`config.mk`:
```
export PLATFORM = sky130hd
export DESIGN_NAME = sprite_blitter
export DESIGN_NICKNAME = d
export VERILOG_FILES = /design/src/rtl/sprite_blitter.sv
export SDC_FILE = /design/constraint.sdc
export NUM_CORES = 1
export LEC_CHECK = 0
export CORE_MARGIN = 10
export CORE_UTILIZATION = 55
export CTS_CLUSTER_DIAMETER = 200
export DETAILED_ROUTE_END_ITERATION = 12
export GPL_TIMING_DRIVEN = 0
export PLACE_DENSITY = 0.79
export SYNTH_ARGS = -nofsm -noshare
export SYNTH_HDL_FRONTEND = slang
export SYNTH_SLANG_ARGS = --single-unit
```
`constraint.sdc`:
```
create_clock -name Clk -period 6.68 [get_ports Clk]
set_clock_uncertainty 0.1 [all_clocks]
set_input_delay 1.336 -clock Clk [delete_from_list [all_inputs] [get_ports Clk]]
set_output_delay 1.336 -clock Clk [all_outputs]
set_load 0.05 [all_outputs]
```
`src/rtl/sprite_blitter.sv`:
```
// Sprite copy into the framebuffer with colour-key transparency, screen clipping and optional h-mirror.
// Latency: done N+2 cycles after the accepted start; no backpressure, start is ignored unless idle.
module sprite_blitter #(
    parameter int          FB_W      = 240,
    parameter int          FB_H      = 160,
    parameter int          SRC_W     = 112,
    parameter logic [23:0] KEY_COLOR = 24'hFF00FF
) (
    input  logic        Clk,
    input  logic        Reset_n,
    input  logic        start,
    input  logic [8:0]  src_x,
    input  logic [8:0]  src_y,
    input  logic [6:0]  width,
    input  logic [6:0]  height,
    input  logic [8:0]  dst_x,
    input  logic [8:0]  dst_y,
    input  logic        flip_h,
    output logic        busy,
    output logic        done,
    output logic [18:0] src_read_address,
    input  logic [23:0] src_data,
    output logic [18:0] fb_write_address,
    output logic [23:0] fb_data_In,
    output logic        fb_we
);

    typedef enum logic [1:0] {S_IDLE, S_RUN, S_DRAIN, S_DONE} state_t;

    state_t      state, state_nxt;
    logic [6:0]  w_q, w_n, h_q, h_n, col_q, col_n, row_q, row_n;
    logic [8:0]  dx_q, dx_n, dy_q, dy_n;
    logic        flip_q, flip_n;
    logic [18:0] sbase_q, sbase_n, dbase_q, dbase_n;
    logic        drain_q, drain_n;
    logic        busy_n, done_n, issue;
    logic [6:0]  scol;
    logic [9:0]  xsum, ysum;
    logic [18:0] saddr_n, p0_addr_n;
    logic        p0_inb_n;
    logic        p0_vld, p0_inb, p1_vld, p1_inb;
    logic [18:0] p0_addr, p1_addr;

    always_ff @(posedge Clk or negedge Reset_n) begin
        if (!Reset_n) state <= S_IDLE;
        else          state <= state_nxt;
    end

    always_comb begin
        state_nxt = state;
        w_n       = w_q;
        h_n       = h_q;
        dx_n      = dx_q;
        dy_n      = dy_q;
        flip_n    = flip_q;
        col_n     = col_q;
        row_n     = row_q;
        sbase_n   = sbase_q;
        dbase_n   = dbase_q;
        drain_n   = drain_q;
        busy_n    = busy;
        done_n    = 1'b0;
        issue     = 1'b0;
        case (state)
            S_IDLE: if (start) begin
                w_n    = width;
                h_n    = height;
                dx_n   = dst_x;
                dy_n   = dst_y;
                flip_n = flip_h;
                col_n  = '0;
                row_n  = '0;
                // Constant-coefficient products for the first row; later rows accumulate.
                sbase_n = 19'(src_y) * 19'(SRC_W) + 19'(src_x);
                dbase_n = 19'(dst_y) * 19'(FB_W) + 19'(dst_x);
                if (width == 7'd0 || height == 7'd0) begin
                    state_nxt = S_DONE;
                    done_n    = 1'b1;
                    busy_n    = 1'b0;
                end else begin
                    state_nxt = S_RUN;
                    busy_n    = 1'b1;
                    issue     = 1'b1;
                end
            end
            S_RUN: begin
                if (col_q == w_q - 7'd1) begin
                    if (row_q == h_q - 7'd1) begin
                        state_nxt = S_DRAIN;
                        drain_n   = 1'b0;
                    end else begin
                        col_n   = '0;
                        row_n   = row_q + 7'd1;
                        sbase_n = sbase_q + 19'(SRC_W);
                        dbase_n = dbase_q + 19'(FB_W);
                        issue   = 1'b1;
                    end
                end else begin
                    col_n = col_q + 7'd1;
                    issue = 1'b1;
                end
            end
            S_DRAIN: begin
                if (drain_q) begin
                    state_nxt = S_DONE;
                    done_n    = 1'b1;
                    busy_n    = 1'b0;
                end else begin
                    drain_n = 1'b1;
                end
            end
            S_DONE:  state_nxt = S_IDLE;
            default: state_nxt = S_IDLE;
        endcase

        scol      = flip_n ? (w_n - 7'd1 - col_n) : col_n;
        saddr_n   = sbase_n + 19'(scol);
        p0_addr_n = dbase_n + 19'(col_n);
        xsum      = 10'(dx_n) + 10'(col_n);
        ysum      = 10'(dy_n) + 10'(row_n);
        p0_inb_n  = (xsum < 10'(FB_W)) && (ysum < 10'(FB_H));
    end

    always_ff @(posedge Clk or negedge Reset_n) begin
        if (!Reset_n) begin
            w_q <= '0; h_q <= '0; dx_q <= '0; dy_q <= '0; flip_q <= 1'b0;
            col_q <= '0; row_q <= '0; sbase_q <= '0; dbase_q <= '0; drain_q <= 1'b0;
            busy <= 1'b0; done <= 1'b0; src_read_address <= '0;
            p0_vld <= 1'b0; p0_inb <= 1'b0; p0_addr <= '0;
            p1_vld <= 1'b0; p1_inb <= 1'b0; p1_addr <= '0;
            fb_we <= 1'b0; fb_write_address <= '0; fb_data_In <= '0;
        end else begin
            w_q <= w_n; h_q <= h_n; dx_q <= dx_n; dy_q <= dy_n; flip_q <= flip_n;
            col_q <= col_n; row_q <= row_n; sbase_q <= sbase_n; dbase_q <= dbase_n;
            drain_q <= drain_n;
            busy    <= busy_n;
            done    <= done_n;
            if (issue) src_read_address <= saddr_n;
            // Destination info rides two stages to line up with the RAM's read latency.
            p0_vld  <= issue;
            p0_inb  <= p0_inb_n;
            p0_addr <= p0_addr_n;
            p1_vld  <= p0_vld;
            p1_inb  <= p0_inb;
            p1_addr <= p0_addr;
            fb_we            <= p1_vld && p1_inb && (src_data != KEY_COLOR);
            fb_write_address <= p1_addr;
            fb_data_In       <= src_data;
        end
    end

endmodule

```
## After elaboration in Yosys (flattened, before gate mapping)

Cells that the tools add are included.

- Register bits: 195
- Output and inout port bits: 65
- Word-level logic and storage cells: 110

- Add/subtract/negate cells: 14
- Multipliers: 2
- $lt $le $gt $ge: 2
- Eq/ne operators: 10
- Muxes and demuxes: 46
- Reduce and logical (&&, ||, !) cells: 13

Operators with widths:

| cell | count |
|---|---|
| 19-bit 2-to-1 mux | 6 |
| 19-bit case mux with 2 select lines | 2 |
| 7-bit 2-to-1 mux | 9 |
| 19-bit by 7-bit adder with 19-bit output | 2 |
| 9-bit 2-to-1 mux | 4 |
| 7-bit case mux with 2 select lines | 2 |
| 24-bit inequality test, second input constant | 1 |
| 7-bit by 1-bit subtractor with 7-bit output, second input constant | 3 |
| 9-bit by 7-bit adder with 10-bit output | 2 |
| 10-bit by 8-bit < comparator with 1-bit output, second input constant | 2 |
| 19-bit by 7-bit adder with 19-bit output, second input constant | 1 |
| 19-bit by 8-bit adder with 19-bit output, second input constant | 1 |
| 17-bit by 9-bit adder with 18-bit output | 1 |
| 16-bit by 9-bit adder with 17-bit output | 1 |
| 7-bit by 1-bit adder with 7-bit output, second input constant | 2 |
| 7-bit == test | 2 |
| 7-bit logical NOT | 2 |
| 9-bit by 4-bit multiplier with 13-bit output, second input constant | 1 |
| 1-bit 2-to-1 mux | 13 |
| 9-bit by 3-bit multiplier with 12-bit output, second input constant | 1 |
| 2-bit 2-to-1 mux | 5 |
| 2-bit inequality test, second input constant | 4 |
| 1-bit case mux with 2 select lines | 4 |
| 2-bit case mux with 4 select lines | 1 |
| other kinds (10) | 15 |

## Depth between registers and ports, before layout

Gate-level depths: netlist of the first run.

- Word-level depth: 8
- Mapped depth: 29
- Mapped depth without buffers: 27

## Least setup slack after synthesis of the first run

No wires, ideal clock.

- Path kind: input to register
- Start: input start
- End: register src_read_address[17]
- Library setup time: 0.096 ns
- Data arrival time: 5.607 ns
- Data required time: 6.484 ns
- Slack: 0.877 ns
- Stages on the path: 23
- Buffers on the path: 4
- Cells stage by stage: and2_1 clkbuf_1 a21oi_1 clkbuf_1 clkbuf_1 o21bai_1 a22oi_1 ha_1 inv_1 fa_1 mux2i_1 ha_1 a21o_1 a21oi_1 o21ai_0 a21oi_1 o21ai_0 a21oi_1 a311oi_2 and3_1 buf_2 and4_1 o31ai_1

- Cells in the longest elaborated chain, start to end: 6

RTL lines:

| element | line | RTL |
|---|---|---|
| start, declared | 11 | `input logic start,` |
| 7-bit 2-to-1 mux | 65 | `S_IDLE: if (start) begin` |
| 7-bit 2-to-1 mux | 64 | `case (state)` |
| 7-bit by 1-bit subtractor with 7-bit output | 116 | `scol = flip_n ? (w_n - 7'd1 - col_n) : col_n;` |
| 7-bit subtractor | 116 |  |
| 7-bit 2-to-1 mux | 116 |  |
| 19-bit by 7-bit adder with 19-bit output | 117 | `saddr_n = sbase_n + 19'(scol);` |
| end signal, assigned | 138 | `if (issue) src_read_address <= saddr_n;` |
| end, declared | 21 | `output logic [18:0] src_read_address,` |

Several ways; a longest one is shown, not always the timed one.
A chain may end at the register's enable or synchronous reset.

## Final worst setup path of the first run

Same ends and word-level chain as after synthesis.

==> reports/qor.csv, run 1 <==
metric;value;unit
status;finished clean;
crit_reg_reg_startpoint;h_q[2];
flow.area_growth_from_synthesis;20.3;%
postCtsSetupRepairBufs;0;
layout.area.seq;4880;µm²
multi_input_comb_area;6790;µm²
cts_buffers;17;
netlist_instances;1272;
hold_buffers;0;
unrepaired_setup_endpoints_after_global_routing;false;
hold_end;fb_write_address[4];
leading_cell_type_in_the_layout_fill_and_taps_excluded;sky130_fd_sc_hd__dfrtp_1;
hold_path.class;reg -> reg;
die_x;169;µm
critical-path-max-stage-delay;0.65;ns
ff2ff_setup_slack;0.38;ns
io_pins;143;
syn_nets;1455;
final_cells;1719;
row_count;54;
regToRegEndpoint;src_read_address[17];
postRouteWirelength;33.5;mm
achievable_freq;157;MHz
insertion_delay;0.45;ns
worst-path-max-fanout;24;
groute.usage.overall;0.235;
synth_seq_area_share;0.400;
leak_pwr;6.53;nW
antenna_cells;0;
power_per_cell_area;514;nW/µm²
worst_setup_hold_path_clk_slew;0.09;ns
finalHoldViolations;0;
critical-path-top-cell-by-count;sky130_fd_sc_hd__ha_1;
slew_violations;0;
starting_utilization_of_the_core_area;0.559;
critical_path.top_delay_family;compound AO/OA/AOI/OAI gates;
synthArstFlopShare;1.00;
min_period;6.38;ns
finalHoldWorstSlack;0.243;ns
worst_hold_startpoint;p1_addr[4];
critical_path.slowest_cell;sky130_fd_sc_hd__a21oi_4;
final_area;14700;µm²
cts-htree-levels;4;
maxCapViolations;0;
gpl.final_weighted_congestion;0.956;
die_height;169;µm
number_of_global_route_vias_before_repair;10156;
timing.critical_path.to_type;flop;
synth_enable_flop_cells;0;
via_count;10392;
worst_max_slew_pin_slew;0.928;ns
synth_flop_cell;sky130_fd_sc_hd__dfrtp_1;
post_drt_via_cell_ratio;6.05;
overflow;0;
detail_route.iter0.violations;999;
firstDrtPassIters;6;
antenna_found_initial;0;
die_area;28500;µm²
post_synth_num_cell_types;95;
fillers;1729;
timing.slew.headroom;0.381;
critPathLaunchType;input pin;
placed_area;14000;µm²
synth-seq-cells;195;
pin_count_of_the_biggest_net_entering_global_routing;101;
antenna_left;0;
layout.cells.most_common_list;195 x sky130_fd_sc_hd__dfrtp_1, 161 x sky130_fd_sc_hd__nand2_1, 141 x sky130_fd_sc_hd__clkdlybuf4s50_1;
crit_buf_inv;3;
final.setup.worst_slack;0.304;ns
final_stage_net_count;1609;
drc;0;
cts-root-to-sink-buffers;2;
critical_path_required;6.93;ns
hold_depth;0;
setup_total_negative_slack;0;ns
clock-sinks;195;
dpl.cell_count;1695;
vdd_drop_max;208;µV
worstPathCellList;clkdlybuf4s50_1 > and2_2 > a21oi_4 > clkbuf_1 > a22oi_1 > ha_1 > o21ai_0 > nand2b_1 > and2_1 > a32oi_1 > a21o_1 > nand3_1 > xnor2_1 > ha_1 > a21oi_1 > a311oi_2 > and3_1 > buf_2 > a31oi_1 > o31ai_1;
clk_root_buffer_cell;sky130_fd_sc_hd__clkbuf_16;
io_buffer_count;142;
drive_above_1_share;0.0618;
synthesis.yosys.warnings;0;
placement.setup.worst_slack;-1.38;ns
r2r_cells;23;
synth.avg_cell_area;9.58;µm²
finalCritPeriodShare;0.954;
wl_per_cell;19.5;µm
post_synth_instance_area;12200;µm²
post-dp-hpwl;25.9;mm
type_of_the_worst_setup_path;in -> reg;
core-area;21800;µm²
timing.critical_path.arrival;6.63;ns
report.final.setup_viol;0;
wire_length_of_the_first_global_routing_pass;54.3;mm
tritoncts;done;
## power breakdown
group	leakage [nW]	internal [W]	total (W)	switching, W
Combinational	3.85	0.00164	0.00445	0.00282
Clock	0.302	0.000518	0.00107	0.000555
Sequential	2.38	0.00168	0.00200	0.000319
Total	6.53	0.00384	0.00753	0.00369
## layout make-up
cell class                      instances  share of cell area
Buffer                                 35              0.0121
Clock buffer                           17              0.0290
Clock inverter                         15              0.0137
Inverter                              103              0.0264
Multi-Input combinational cell        931               0.463
Sequential cell                       195               0.333
Tap cell                              280              0.0239
Timing Repair Buffer                  143              0.0992
## kinds of logic (layout without fill, tap and decap cells)
kind of cell,count (synthesis),in the layout,synth area share
xor+xnor,74,74,0.0532
mux,13,13,0.0110
fa+ha+maj,109,109,0.129
flops,195,195,0.400
buf+inv,146,313,0.0474
compound gates,308,308,0.180
simple gates,427,427,0.180
## per-layer routing
layer / up-vias / track usage / wire (µm)
met2: 434 / 0.370 / 15200
met4: 0 / 0.0814 / 984
met1: 5010 / 0.318 / 14700
li1: 4877 / - / -
met3: 71 / 0.0454 / 2550
met5: - / 0 / 0
## stage by stage
| stage | utilization | total power (W) |
|---|---|---|
| floorplan | - | 0.00506 |
| global placement | 0.640 | 0.00622 |
| detailed placement | 0.641 | 0.00633 |
| CTS | 0.670 | 0.00746 |
| global route | 0.672 | 0.00807 |
| finish | 0.672 | 0.00753 |
## cells in the mapped netlist (all sizes together), types with 6 or more instances
cell type / instances / share of area
inv: 103 / 0.032
xor2: 27 / 0.019
buf: 15 / 0.0071
nor3: 17 / 0.0070
nor2: 63 / 0.021
ha: 76 / 0.078
dfrtp: 195 / 0.40
a21boi: 6 / 0.0037
a22o: 9 / 0.0065
nand2b: 9 / 0.0046
nand2: 162 / 0.050
o311ai: 11 / 0.0079
a21oi: 55 / 0.023
and2: 12 / 0.0062
or2: 7 / 0.0036
o21a: 13 / 0.0080
or4: 8 / 0.0052
clkbuf: 28 / 0.0086
nand3b: 6 / 0.0037
a21o: 16 / 0.0099
nor2b: 19 / 0.0098
nand3: 30 / 0.012
and3: 23 / 0.012
mux2i: 10 / 0.0082
a31oi: 13 / 0.0067
nor4: 17 / 0.010
o211ai: 9 / 0.0071
o2111ai: 6 / 0.0048
nand4: 23 / 0.012
o31ai: 13 / 0.0091
xnor2: 47 / 0.034
a211oi: 18 / 0.011
a22oi: 7 / 0.0043
o21ai: 75 / 0.031
fa: 29 / 0.048
## worst max-delay path by stage
| stage | start | to | slack [ns] | depth (start not counted) |
|---|---|---|---|---|
| floorplan | start | src_read_address[17] | 0.88 | 23 |
| global placement | Reset_n | h_q[6] | -3.69 | 1 |
| detailed placement | start | src_read_address[17] | -1.38 | 25 |
| CTS | state[1] | src_read_address[12] | 0.05 | 23 |
| global route | start | src_read_address[17] | 0.002 | 24 |
| finish | start | src_read_address[17] | 0.30 | 20 |
## sequential cells by signal, summed over array words and instances (netlist names), 2 cells and up
| name | flops |
|---|---|
| state | 2 |
| h_q | 7 |
| col_q | 7 |
| row_q | 7 |
| dy_q | 9 |
| src_read_address | 19 |
| fb_write_address | 19 |
| dx_q | 9 |
| w_q | 7 |
| p0_addr | 19 |
| p1_addr | 19 |
| dbase_q | 19 |
| sbase_q | 19 |
| fb_data_In | 24 |
## timing repair
item                       in CTS  in global routing
gates resized for setup        14                 16
cloned                          0                  0
setup endpoints to repair      14                 11
Note: power is estimated with default switching activity, not from simulation.
==> run 2, diff against run 1 <==
--- a/config.mk
+++ b/config.mk
@@ -10,6 +10,7 @@
 export CTS_CLUSTER_DIAMETER = 200
 export DETAILED_ROUTE_END_ITERATION = 12
 export GPL_TIMING_DRIVEN = 0
+export HOLD_SLACK_MARGIN = 0.06
 export PLACE_DENSITY = 0.79
 export SYNTH_ARGS = -nofsm -noshare
 export SYNTH_HDL_FRONTEND = slang
==> results of run 2 <==
Final layout, timing and power as in run 1 (identical DEF).
==> run 3, diff against run 2 <==
--- a/config.mk
+++ b/config.mk
@@ -9,6 +9,7 @@
 export CORE_UTILIZATION = 55
 export CTS_CLUSTER_DIAMETER = 200
 export DETAILED_ROUTE_END_ITERATION = 12
+export GPL_ROUTABILITY_DRIVEN = 0
 export GPL_TIMING_DRIVEN = 0
 export HOLD_SLACK_MARGIN = 0.06
 export PLACE_DENSITY = 0.79
==> run 3 against run 2 <==
Global-route usage down 0.86 points. Combinational power barely moved. Core utilization fell by 0.13 points. Count of clock-buffer cells in the layout unchanged. Worst hold slack improved by 0.0069 ns. Clock power about the same. Setup slack worse by 0.066 ns. Cell area fell by 0.19%. Sequential cell count unchanged. Highest routed layer unchanged.
==> reports/qor.csv, run 3 (same netlist as run 1, synthesis figures left out) <==
metric;value;unit;change
setup_total_negative_slack;0;ns;unchanged
critical_path.top_delay_family;buffers and inverters;;
crit_reg_reg_startpoint;h_q[2];;
swShare;0.488;;-0.00218
antenna_found_initial;0;;unchanged
worst_setup_hold_path_clk_slew;0.08;ns;about the same
dpl.cell_count;1695;;unchanged
layout.cells.most_common_list;195 x sky130_fd_sc_hd__dfrtp_1, 161 x sky130_fd_sc_hd__nand2_1, 141 x sky130_fd_sc_hd__clkdlybuf4s50_1;;
drive_above_1_share;0.0632;;+0.00130
finalHoldWorstSlack;0.250;ns;+0.00692 ns
flow.area_growth_from_synthesis;20.1;%;
largest_register_ff_count;24;;unchanged
tritoncts;done;;
min_period;6.44;ns;+0.0665 ns
final_stage_net_count;1611;;+0.12%
power_per_cell_area;511;nW/µm²;-0.55%
unrepaired_setup_endpoints_after_global_routing;false;;
vdd_drop_max;213;µV;+2.1%
worst-path-max-fanout;10;;-58%
row_count;54;;unchanged
worst_max_slew_pin_slew;0.895;ns;-0.0331 ns
postCtsSetupRepairBufs;0;;unchanged
slew_violations;0;;unchanged
clock_power_share;0.140;;-0.002
report.final.setup_viol;0;;unchanged
cts-root-to-sink-buffers;2;;unchanged
wire_length_of_the_first_global_routing_pass;52.6;mm;-3.1%
multi_input_comb_area;6770;µm²;-0.33%
status;finished clean;;
cts_buffers;17;;unchanged
clock-sinks;195;;unchanged
wl_per_cell;19.1;µm;-1.6%
fillers;1704;;-1.4%
die_height;169;µm;unchanged
critical-path-max-stage-delay;0.55;ns;-0.10 ns
timing.critical_path.arrival;6.64;ns;about the same
number_of_global_route_vias_before_repair;10239;;+0.82%
cts-htree-levels;4;;unchanged
via_count;10399;;+0.067%
power;0.00747;W;-0.74%
overflow;0;;unchanged
registers.top_by_ff_count;fb_data_In;;
drc;0;;unchanged
hold_path.class;reg -> reg;;
groute.usage.overall;0.227;;-0.00863
postRouteWirelength;33.0;mm;-1.5%
timing.critical_path.from;start;;
layout.area.seq;4880;µm²;unchanged
timing.slew.headroom;0.403;;+0.0221
ff2ff_setup_slack;0.45;ns;+0.07 ns
detail_route.iter0.violations;1056;;+5.7%
finalHoldViolations;0;;unchanged
timing.critical_path.to_type;flop;;
netSwitchingPower;0.00365;W;-1.2%
critPathLaunchType;input pin;;
finalCritPeriodShare;0.964;;+0.00995
io_pins;143;;unchanged
post_drt_via_cell_ratio;6.04;;about the same
core-area;21800;µm²;unchanged
endpoint;src_read_address[17];;
die_area;28500;µm²;unchanged
worst_hold_startpoint;p1_addr[11];;
starting_utilization_of_the_core_area;0.559;;unchanged
pin_count_of_the_biggest_net_entering_global_routing;115;;+14%
leak_pwr;6.54;nW;about the same
die_x;169;µm;unchanged
regToRegEndpoint;src_read_address[17];;
achievable_freq;155;MHz;-1.0%
io_buffer_count;142;;unchanged
critical_path_required;6.88;ns;-0.05 ns
critical_path.slowest_cell;sky130_fd_sc_hd__clkdlybuf4s50_1;;
post-dp-hpwl;25.4;mm;-1.9%
r2r_cells;25;;+8.7%
leading_cell_type_in_the_layout_fill_and_taps_excluded;sky130_fd_sc_hd__dfrtp_1;;
final_cells;1721;;+0.12%
hold_buffers;0;;unchanged
power.share.sequential;0.267;;about the same
worst-path-stages;25;;+25%
firstDrtPassIters;9;;+3
maxCapViolations;0;;unchanged
internal_power;0.00383;W;-0.31%
clk_root_buffer_cell;sky130_fd_sc_hd__clkbuf_16;;
type_of_the_worst_setup_path;in -> reg;;
antenna_cells;0;;unchanged
antenna_left;0;;unchanged
power_frac_comb;0.593;;about the same
crit_buf_inv;8;;+5
insertion_delay;0.44;ns;about the same
-- run 3: cell types whose count changed in the layout (fill, tap and decap cells not counted), moves of 2 or more --
| cell | before | now |
|---|---|---|
| sky130_fd_sc_hd__clkbuf_1 | 16 | 14 |
| sky130_fd_sc_hd__a22oi_2 | 2 | 0 |
| sky130_fd_sc_hd__clkbuf_2 | 5 | 8 |
| sky130_fd_sc_hd__clkinv_8 | 6 | 3 |
| sky130_fd_sc_hd__a22oi_1 | 5 | 7 |
| sky130_fd_sc_hd__inv_8 | 2 | 4 |
-- run 3: per-layer routing --
layer	vias to the layer above	part of all wire	track usage	wire length, µm
li1	4887	-	-	-
met1	4961	0.42	0.288	14000
met2	464	0.46	0.362	15100
met3	87	0.084	0.0597	2770
met4	0	0.034	0.0878	1130
met5	-	0	0	0
-- run 3: worst min path at each step --
stage / to / depth (start not counted)
final: fb_write_address[11] / 0
after detailed placement: fb_write_address[11] / 0
after floorplan: fb_write_address[0] / 0
after CTS: fb_write_address[11] / 0
after global placement: fb_write_address[16] / 0
after global routing: p1_addr[0] / 0
-- run 3: metrics by stage --
step                      area (µm²)  utilization  setup WS (ns)
after floorplan                12200            -          0.877
after global placement         14000        0.640          -3.59
after detailed placement       14000        0.641          -1.33
after CTS                      14600        0.669        0.00196
after global routing           14600        0.671        0.00225
final                          14600        0.671          0.238
-- run 3: power groups by stage --
stage               registers (W)  logic [W]  clock network (W)
floorplan                 0.00236    0.00270                  0
global placement          0.00199    0.00418                  0
detailed placement        0.00200    0.00431                  0
CTS                       0.00199    0.00436            0.00106
global route              0.00206    0.00483            0.00111
finish                    0.00200    0.00443            0.00105
-- run 3: what timing repair did --
action	CTS	global route
cloned	0	0
resized for setup	14	22
endpoints found under the setup margin	14	11
-- run 3: final cells by class --
| cell class | count | area share |
|---|---|---|
| Multi-Input combinational cell | 931 | 0.462 |
| Sequential cell | 195 | 0.333 |
| Timing Repair Buffer | 143 | 0.0994 |
| Clock buffer | 17 | 0.0291 |
| Inverter | 103 | 0.0264 |
| Tap cell | 280 | 0.0239 |
| Buffer | 37 | 0.0133 |
| Clock inverter | 15 | 0.0122 |
